===== src/rtl/song_player_if.sv =====
// rtl/song_player_if.sv - song ROM lookup bus between the player and its note table
interface song_player_if #(
    parameter int ADDR_W = 5,
    parameter int PER_W  = 18
);
    logic [ADDR_W-1:0] note_addr;
    logic [PER_W-1:0]  note_period;

    modport master (
        output note_addr,
        input  note_period
    );

    modport slave (
        input  note_addr,
        output note_period
    );
endinterface


===== src/rtl/song_player.sv =====
// rtl/song_player.sv - beat sequencer over a song ROM driving a volume-scaled square wave
module song_player #(
    parameter int ADDR_W      = 5,
    parameter int SONG_LEN    = 32,
    parameter int PER_W       = 18,
    parameter int BEAT_CYCLES = 12_500_000
) (
    input  logic               clk,
    input  logic               rst,
    input  logic [1:0]         volume,
    input  logic               song_pause,
    song_player_if.master      rom,
    output logic               audio_out,
    output logic               beat_tick,
    output logic               song_wrap
);
    localparam int                BEAT_W    = (BEAT_CYCLES > 2) ? $clog2(BEAT_CYCLES) : 1;
    localparam logic [BEAT_W-1:0] BEAT_LAST = BEAT_W'(BEAT_CYCLES - 1);
    localparam logic [ADDR_W-1:0] ADDR_LAST = ADDR_W'(SONG_LEN - 1);
    localparam logic [PER_W-1:0]  PER_MIN   = PER_W'(2);

    logic [BEAT_W-1:0] beat_cnt_q, beat_cnt_d;
    logic [ADDR_W-1:0] addr_q, addr_d;
    logic [PER_W-1:0]  period_q, period_d;
    logic [PER_W-1:0]  tone_q, tone_d;
    logic              load_q, load_d;
    logic              audio_q, audio_d;
    logic              tick_q, tick_d;
    logic              wrap_q, wrap_d;
    logic              beat_done;
    logic [PER_W-1:0]  thr;

    always_comb begin
        case (volume)
            2'd0:    thr = '0;
            2'd1:    thr = period_q >> 3;
            2'd2:    thr = period_q >> 2;
            default: thr = period_q >> 1;
        endcase
    end

    // Pause outranks beat completion: a paused edge never advances anything.
    assign beat_done = !song_pause && (beat_cnt_q == BEAT_LAST);

    always_comb begin
        beat_cnt_d = beat_cnt_q;
        addr_d     = addr_q;
        period_d   = period_q;
        tone_d     = tone_q;
        tick_d     = 1'b0;
        wrap_d     = 1'b0;
        load_d     = beat_done;

        if (beat_done) begin
            beat_cnt_d = '0;
            tick_d     = 1'b1;
            if (addr_q == ADDR_LAST) begin
                addr_d = '0;
                wrap_d = 1'b1;
            end else begin
                addr_d = addr_q + 1'b1;
            end
        end else if (!song_pause) begin
            beat_cnt_d = beat_cnt_q + 1'b1;
        end

        // The load samples the ROM at the address set by the previous edge.
        if (load_q) begin
            period_d = rom.note_period;
            tone_d   = '0;
        end else if (!song_pause) begin
            if (period_q < PER_MIN || tone_q == period_q - 1'b1) begin
                tone_d = '0;
            end else begin
                tone_d = tone_q + 1'b1;
            end
        end

        audio_d = !song_pause && (period_q >= PER_MIN) && (tone_q < thr);
    end

    always_ff @(posedge clk) begin
        if (!rst) begin
            beat_cnt_q <= '0;
            addr_q     <= '0;
            period_q   <= '0;
            tone_q     <= '0;
            load_q     <= 1'b1;
            audio_q    <= 1'b0;
            tick_q     <= 1'b0;
            wrap_q     <= 1'b0;
        end else begin
            beat_cnt_q <= beat_cnt_d;
            addr_q     <= addr_d;
            period_q   <= period_d;
            tone_q     <= tone_d;
            load_q     <= load_d;
            audio_q    <= audio_d;
            tick_q     <= tick_d;
            wrap_q     <= wrap_d;
        end
    end

    assign rom.note_addr = addr_q;
    assign audio_out     = audio_q;
    assign beat_tick     = tick_q;
    assign song_wrap     = wrap_q;
endmodule


===== src/flat_wrapper.sv =====
// flat-port wrapper written by rule: the top's interface ports become plain ports
module song_player_flat 
#(
    parameter int ADDR_W      = 5,
    parameter int SONG_LEN    = 32,
    parameter int PER_W       = 18,
    parameter int BEAT_CYCLES = 12_500_000
)
  (clk, rst, volume, song_pause, audio_out, beat_tick, song_wrap, rom_note_addr, rom_note_period);
  song_player_if #(.ADDR_W(ADDR_W), .PER_W(PER_W)) rom_i ();
  input  logic clk;
  input  logic rst;
  input  logic [1:0] volume;
  input  logic song_pause;
  output logic audio_out;
  output logic beat_tick;
  output logic song_wrap;
  output wire logic [$bits(rom_i.note_addr)-1:0] rom_note_addr;
  input wire logic [$bits(rom_i.note_period)-1:0] rom_note_period;
  assign rom_note_addr = rom_i.note_addr;
  assign rom_i.note_period = rom_note_period;
  song_player #(.ADDR_W(ADDR_W), .SONG_LEN(SONG_LEN), .PER_W(PER_W), .BEAT_CYCLES(BEAT_CYCLES)) u_core (.clk(clk), .rst(rst), .volume(volume), .song_pause(song_pause), .rom(rom_i), .audio_out(audio_out), .beat_tick(beat_tick), .song_wrap(song_wrap));
endmodule

===== config.mk =====
export PLATFORM = sky130hd
export DESIGN_NAME = song_player_flat
export DESIGN_NICKNAME = d
export VERILOG_FILES = /design/src/rtl/song_player_if.sv /design/src/rtl/song_player.sv /design/src/flat_wrapper.sv
export SDC_FILE = /design/constraint.sdc
export NUM_CORES = 1
export LEC_CHECK = 0
export CAP_MARGIN = 20
export CORE_UTILIZATION = 38
export DETAILED_ROUTE_END_ITERATION = 6
export GPL_ROUTABILITY_DRIVEN = 0
export PLACE_DENSITY_LB_ADDON = 0.3
export SYNTH_ARGS = -nofsm -noshare
export SYNTH_HDL_FRONTEND = slang
export SYNTH_SLANG_ARGS = --single-unit

===== constraint.sdc =====
create_clock -name clk -period 2.8 [get_ports clk]
set_clock_uncertainty 0.15 [all_clocks]
set_input_delay 0.42 -clock clk [delete_from_list [all_inputs] [get_ports clk]]
set_output_delay 0.42 -clock clk [all_outputs]
set_load 0.01 [all_outputs]

==> results_dict.tcl, run 1 <==
set metrics [dict create \
    grt_usage 0.1874 \
    antenna_found_initial 0 \
    syn-num-nets 527 \
    synth_edf_count 0 \
    synth_area_um2 4149 \
    area_growth_pct 19.81 \
    slew_violations 0 \
    max-slew-margin-rel 0.6695 \
    fmax_mhz 378.0 \
    rsz0062_at_grt "no" \
    dp.cells 649 \
    post_drt_wl_per_cell_um 14.81 \
    worstSetupEndpointType "flip-flop" \
    h-tree-depth 3 \
    die_w_um 106.5 \
    cts_sinks 69 \
    core_area_um2 10460 \
    via_count 3566 \
    drtIter0Drc 172 \
    io_pins 31 \
    cp_max_fo 15 \
    nets 570 \
    ctsHoldBuffers 0 \
    place.port_buffers 30 \
    pre_cts_slack_ns -0.2351 \
    power.leakage_nw 1.989 \
    grt_pass1_wl_um 16860 \
    postLayoutSetupSlackWorst_ns 0.1542 \
    min_period_ns 2.646 \
    vdd_drop_max_uv 232.0 \
    syn_inst 482 \
    ys.flop_type "dfxtp_1" \
    grt_start_max_net_pins 19 \
    cts-buffers-inserted 9 \
    maxCapViolations 0 \
    insertion_delay_ns 0.35 \
    gr-total-overflow 0 \
    cp.required_ns 2.89 \
    wirelength_um 9861 \
    async_reset_ff_frac 0 \
    die_height_um 106.5 \
    fillers 1045 \
    final_core_util 0.4751 \
    dieArea_um2 11340 \
    timing.final.crit_share 0.9449 \
    cts_tree "yes" \
    diodes 0 \
    crit_type "reg2reg" \
    synth_area_per_cell_um2 8.608 \
    start_util 0.3966 \
    final_cell_mix "dfxtp_1 (67), nor2_1 (66), buf_4 (30), xor2_1 (29), clkdlybuf4s50_1 (29)" \
    yosysSeqAreaShare 0.3329 \
    final_common_cell "dfxtp_1" \
    arrival_ns 2.73 \
    fin_cells 666 \
    fp-row-count 37 \
    drc 0 \
    cts_buffer_depth 2 \
    hold_class "reg2reg" \
    grt_pass1_vias 3559 \
    synth_seq_cells 69 \
    hold-worst-slack_ns 0.3418 \
    finalHoldViolCount 0 \
    hpwl_um 7403 \
    drive_gt1_frac 0.1472 \
    status "finished clean" \
    ys_types 49 \
    viasPerCell 5.354 \
    p_per_area_nw_per_um2 427.3 \
    root_buffer "clkbuf_8" \
    tightest_slew_ns 0.4920 \
    worstSetupStartpointType "flip-flop" \
    finalPower_w 0.002124 \
    setup_viol 0 \
    drt_pre_antenna_iters 4 \
    yosysWarnings 0 \
    clk_pin_slew_ns 0.08 \
    ant_nets 0 \
]
## cell usage after synthesis, drive strengths merged (2+ instances only)
| library cell | count | share of area |
|---|---|---|
| a21oi | 15 | 0.018 |
| a21o | 6 | 0.011 |
| and3 | 7 | 0.011 |
| mux2i | 27 | 0.065 |
| nor2b | 5 | 0.0075 |
| nor3b | 4 | 0.0072 |
| clkbuf | 22 | 0.020 |
| o21ai | 8 | 0.0096 |
| nor2 | 66 | 0.060 |
| or3 | 3 | 0.0045 |
| and2 | 2 | 0.0030 |
| a22oi | 14 | 0.025 |
| o41ai | 4 | 0.0084 |
| nand2 | 26 | 0.024 |
| xnor2 | 26 | 0.055 |
| o221ai | 2 | 0.0042 |
| mux2 | 16 | 0.043 |
| nor3 | 26 | 0.031 |
| nand2b | 3 | 0.0045 |
| nand4 | 12 | 0.018 |
| nand3 | 16 | 0.019 |
| or4 | 3 | 0.0054 |
| and4 | 5 | 0.011 |
| xor2 | 29 | 0.061 |
| dfxtp | 69 | 0.33 |
| buf | 8 | 0.012 |
| nor4 | 11 | 0.022 |
| a221oi | 2 | 0.0042 |
| a31oi | 2 | 0.0030 |
| ha | 22 | 0.066 |
| inv | 8 | 0.0072 |
## final cells by class
cell class                      instances  area (um2)  area share
Timing Repair Buffer                   62       559.3      0.1125
Tap cell                              136       170.2     0.03423
Inverter                                9       33.78    0.006796
Multi-Input combinational cell        374        2641      0.5313
Sequential cell                        69        1386      0.2789
Clock inverter                          7       56.30     0.01133
Clock buffer                            9       123.9     0.02492
## report_power, final
group | switching [W] | internal [W]
Sequential | 0.0000323 | 0.00100
Combinational | 0.000166 | 0.000171
Clock | 0.000421 | 0.000332
## cells by family after synthesis
| logic type | after synthesis | share of synthesized area |
|---|---|---|
| AO/OA/AOI/OAI | 59 | 0.09710 |
| XOR/XNOR | 55 | 0.1161 |
| adder cells (fa/ha/maj) | 22 | 0.06634 |
| buffers and inverters | 39 | 0.03980 |
| flip-flops | 69 | 0.3329 |
| multiplexers | 43 | 0.1086 |
| AND/OR/NAND/NOR | 195 | 0.2391 |
## registers in the layout, summed over array words and instances (netlist names)
name,count
u_core.audio_out,1
u_core.beat_cnt_q,24
u_core.beat_tick,1
u_core.load_q,1
u_core.period_q,18
u_core.rom.note_addr,5
u_core.song_wrap,1
u_core.tone_q,18
## per-layer routing
metal | share of wire | global-route usage
met1 | 0.47 | 0.2410
met2 | 0.46 | 0.3015
met3 | 0.043 | 0.04353
met4 | 0.023 | 0.07534
met5 | 0 | 0
## critical path, stage by stage, from the launching register on
cell      delay, ns
dfxtp_2        0.38
inv_1          0.08
ha_2           0.25
o21ba_2        0.21
a221oi_1       0.28
a41oi_1        0.13
nor3_2         0.25
nand4_1        0.20
nor4_4         0.34
buf_12         0.18
nor3_1         0.06
## final timing paths
kind	start	slack (ns)	to	cells after the start
worst min register to register	u_core.beat_cnt_q[20]	0.34	u_core.beat_cnt_q[20]	2
worst max-delay path	u_core.period_q[0]	0.15	u_core.tone_q[15]	10
worst min-delay path	u_core.beat_cnt_q[20]	0.34	u_core.beat_cnt_q[20]	2
worst max register to register	u_core.period_q[0]	0.15	u_core.tone_q[15]	10
## what timing repair did
item | CTS | global route
resized for setup | 2 | 11
pin swaps | 0 | 3
setup buffers | 0 | 1
setup endpoints to repair | 16 | 17
## metrics by stage
stage               area, um2  TNS (ns)
floorplan                4149         0
global placement         4733   -0.1965
detailed placement       4733   -0.2351
CTS                      4920         0
global route             4971         0
finish                   4971         0
Note: power is estimated with default switching activity, not from simulation.
==> run 2: changes to the inputs <==
Settings changed: ABC_AREA set to 1, CORE_ASPECT_RATIO set to 0.5, CTS_BUF_LIST set to sky130_fd_sc_hd__clkbuf_8 sky130_fd_sc_hd__clkbuf_16.
==> results_dict.tcl, run 2 <==
set metrics [dict create \
    gr-total-overflow 0 \
    status "finished clean" \
    async_reset_ff_frac 0 \
    ys_types 43 \
    fp-row-count 27 \
    p_seq_frac 0.422 \
    vdd_drop_max_uv 339.5 \
    h-tree-depth 3 \
    drt_pre_antenna_iters 4 \
    fmax_mhz 405.4 \
    area_growth_pct 18.10 \
    ctsHoldBuffers 0 \
    worstSetupStartpointType "input port" \
    synth_edf_count 0 \
    finalPower_w 0.002482 \
    max-slew-margin-rel 0.4466 \
    syn_inst 621 \
    grt_start_max_net_pins 35 \
    synth_common_cells "nand2_1 (112), nor2_1 (89), dfxtp_1 (69)" \
    place.port_buffers 30 \
    synth_area_um2 4327 \
    crit_type "in2reg" \
    drtIter0Drc 278 \
    synth_seq_cells 69 \
    tightest_slew_ns 0.8292 \
    wirelength_um 10660 \
    min_period_ns 2.467 \
    setup_viol 0 \
    power_frac_comb 0.133 \
    largestRegisters "u_core.beat_cnt_q (24), u_core.period_q (18), u_core.tone_q (18)" \
    timing.final.crit_share 0.8811 \
    hold_class "reg2reg" \
    io_pins 31 \
    slew_violations 0 \
    power.share.clock 0.446 \
    synth_area_leader_cell "dfxtp_1" \
    cts-buffers-inserted 9 \
    start_util 0.3917 \
    insertion_delay_ns 0.33 \
    cp.required_ns 2.86 \
    p_sw_w 0.0006391 \
    rsz0062_at_grt "no" \
    yosysSeqAreaShare 0.3193 \
    cts_tree "yes" \
    power.leakage_nw 2.116 \
    grt_pass1_vias 4044 \
    cts.repair.resized 0 \
    r2r_slack_ns 0.52 \
    cts_sinks 69 \
    synth_area_leaders "dfxtp_1 (32%), nand2_1 (9.7%), nor2_1 (7.7%), ha_1 (6.4%), inv_1 (5.9%)" \
    root_buffer "clkbuf_16" \
    syn-num-nets 666 \
    synth_area_per_cell_um2 6.967 \
    p_int_w 0.001843 \
    switching_share 0.2574 \
    nets 702 \
    via_count 4139 \
    ant_nets 0 \
    largest_register_ffs 24 \
    cp_max_fo 10 \
    worstSetupEndpointType "flip-flop" \
    met1_usage 0.2530 \
    arrival_ns 2.53 \
    maxCapViolations 0 \
    clk_pin_slew_ns 0.05 \
    die_height_um 77.45 \
    drive_gt1_frac 0.07402 \
    grt_usage 0.1954 \
    diodes 0 \
    final_common_cell "nand2_1" \
    hpwl_um 8305 \
    drc 0 \
    viasPerCell 5.129 \
    grt_pass1_wl_um 18680 \
    p_per_area_nw_per_um2 485.8 \
    ys.flop_type "dfxtp_1" \
    met2_usage 0.3344 \
    fillers 1112 \
    finalHoldViolCount 0 \
    core_area_um2 11050 \
    synth.most_common_cell "nand2_1" \
    cts_buffer_depth 2 \
    antenna_found_initial 0 \
    fin_setup_tns_ns 0 \
    busiest_layer "met2" \
    post_cts_buffers 0 \
    synth_top_area_frac 0.3193 \
    post_drt_wl_per_cell_um 13.21 \
    yosysWarnings 0 \
    die_w_um 152.9 \
    final_cell_mix "nand2_1 (112), nor2_1 (89), inv_1 (70), dfxtp_1 (69), a21oi_1 (40)" \
    grtUsageMet3 0.03520 \
    dieArea_um2 11840 \
    top_register "u_core.beat_cnt_q" \
]
[run 2: through the flow]
| step | setup WS [ns] | std cells | utilization | area, um2 | hold slack [ns] |
|---|---|---|---|---|---|
| after detailed placement | 0.03237 | 791 | 0.4360 | 4816 | 0.3440 |
| after floorplan | 0.4964 | 621 | - | 4327 | 0.3223 |
| after global placement | 0.08852 | 791 | 0.4360 | 4816 | 0.3339 |
| final | 0.3330 | 807 | 0.4626 | 5110 | 0.3486 |
| after global routing | 0.08289 | 807 | 0.4626 | 5110 | 0.3752 |
| after CTS | 0.3745 | 807 | 0.4626 | 5110 | 0.3518 |
[run 2: final cells by class]
class,instances,area [um2],area share
clock buffer,10,239.0,0.04677
clock inverter,6,55.05,0.01077
inverter,70,262.8,0.05142
multi-input combinational,467,2615,0.5118
sequential,69,1381,0.2703
tap,145,181.4,0.03550
timing repair buffer,40,375.4,0.07346
[run 2: path summary, 6_finish.rpt]
check	startpoint	endpoint	cells past startpoint
setup reg to reg	u_core.period_q[0]	u_core.tone_q[7]	17
setup / recovery	volume[0]	u_core.audio_out	11
hold reg to reg	u_core.beat_cnt_q[1]	u_core.beat_cnt_q[1]	2
hold / removal	u_core.beat_cnt_q[1]	u_core.beat_cnt_q[1]	2
[run 2: kinds of logic after synthesis]
kind of cell,after synthesis,share of synthesized area
mux,1,0.002314
xor+xnor,34,0.07201
simple gates,302,0.3245
flops,69,0.3193
compound gates,108,0.1420
fa+ha+maj,22,0.06362
buf+inv,85,0.07634
[run 2: routing by layer]
metal  wire length, um  share of wire  vias up
met4               149          0.014        0
met5                 0              0        -
met2              4817           0.45       75
met1              5313           0.50     1903
li1                  -              -     2149
met3               380          0.036       12
[run 2: worst max-delay path, cell delays in order]
cell and delay (ns):
clkdlybuf4s50_1 0.49, buf_4 0.16, nand2_1 0.21, inv_1 0.20, nand2_1 0.08, ha_1 0.29
nand4_1 0.12, nor3_1 0.29, nand3b_1 0.12, nand3_1 0.10, nor2_1 0.04
[run 2: power groups by stage]
stage          clock network (W)  registers (W)  logic, W
2_1_floorplan                  0        0.00105  0.000235
3_3_place_gp                   0        0.00107  0.000320
3_5_place_dp                   0        0.00107  0.000326
4_1_cts                  0.00113        0.00105  0.000328
5_1_grt                  0.00117        0.00105  0.000375
6_report                 0.00111        0.00105  0.000329
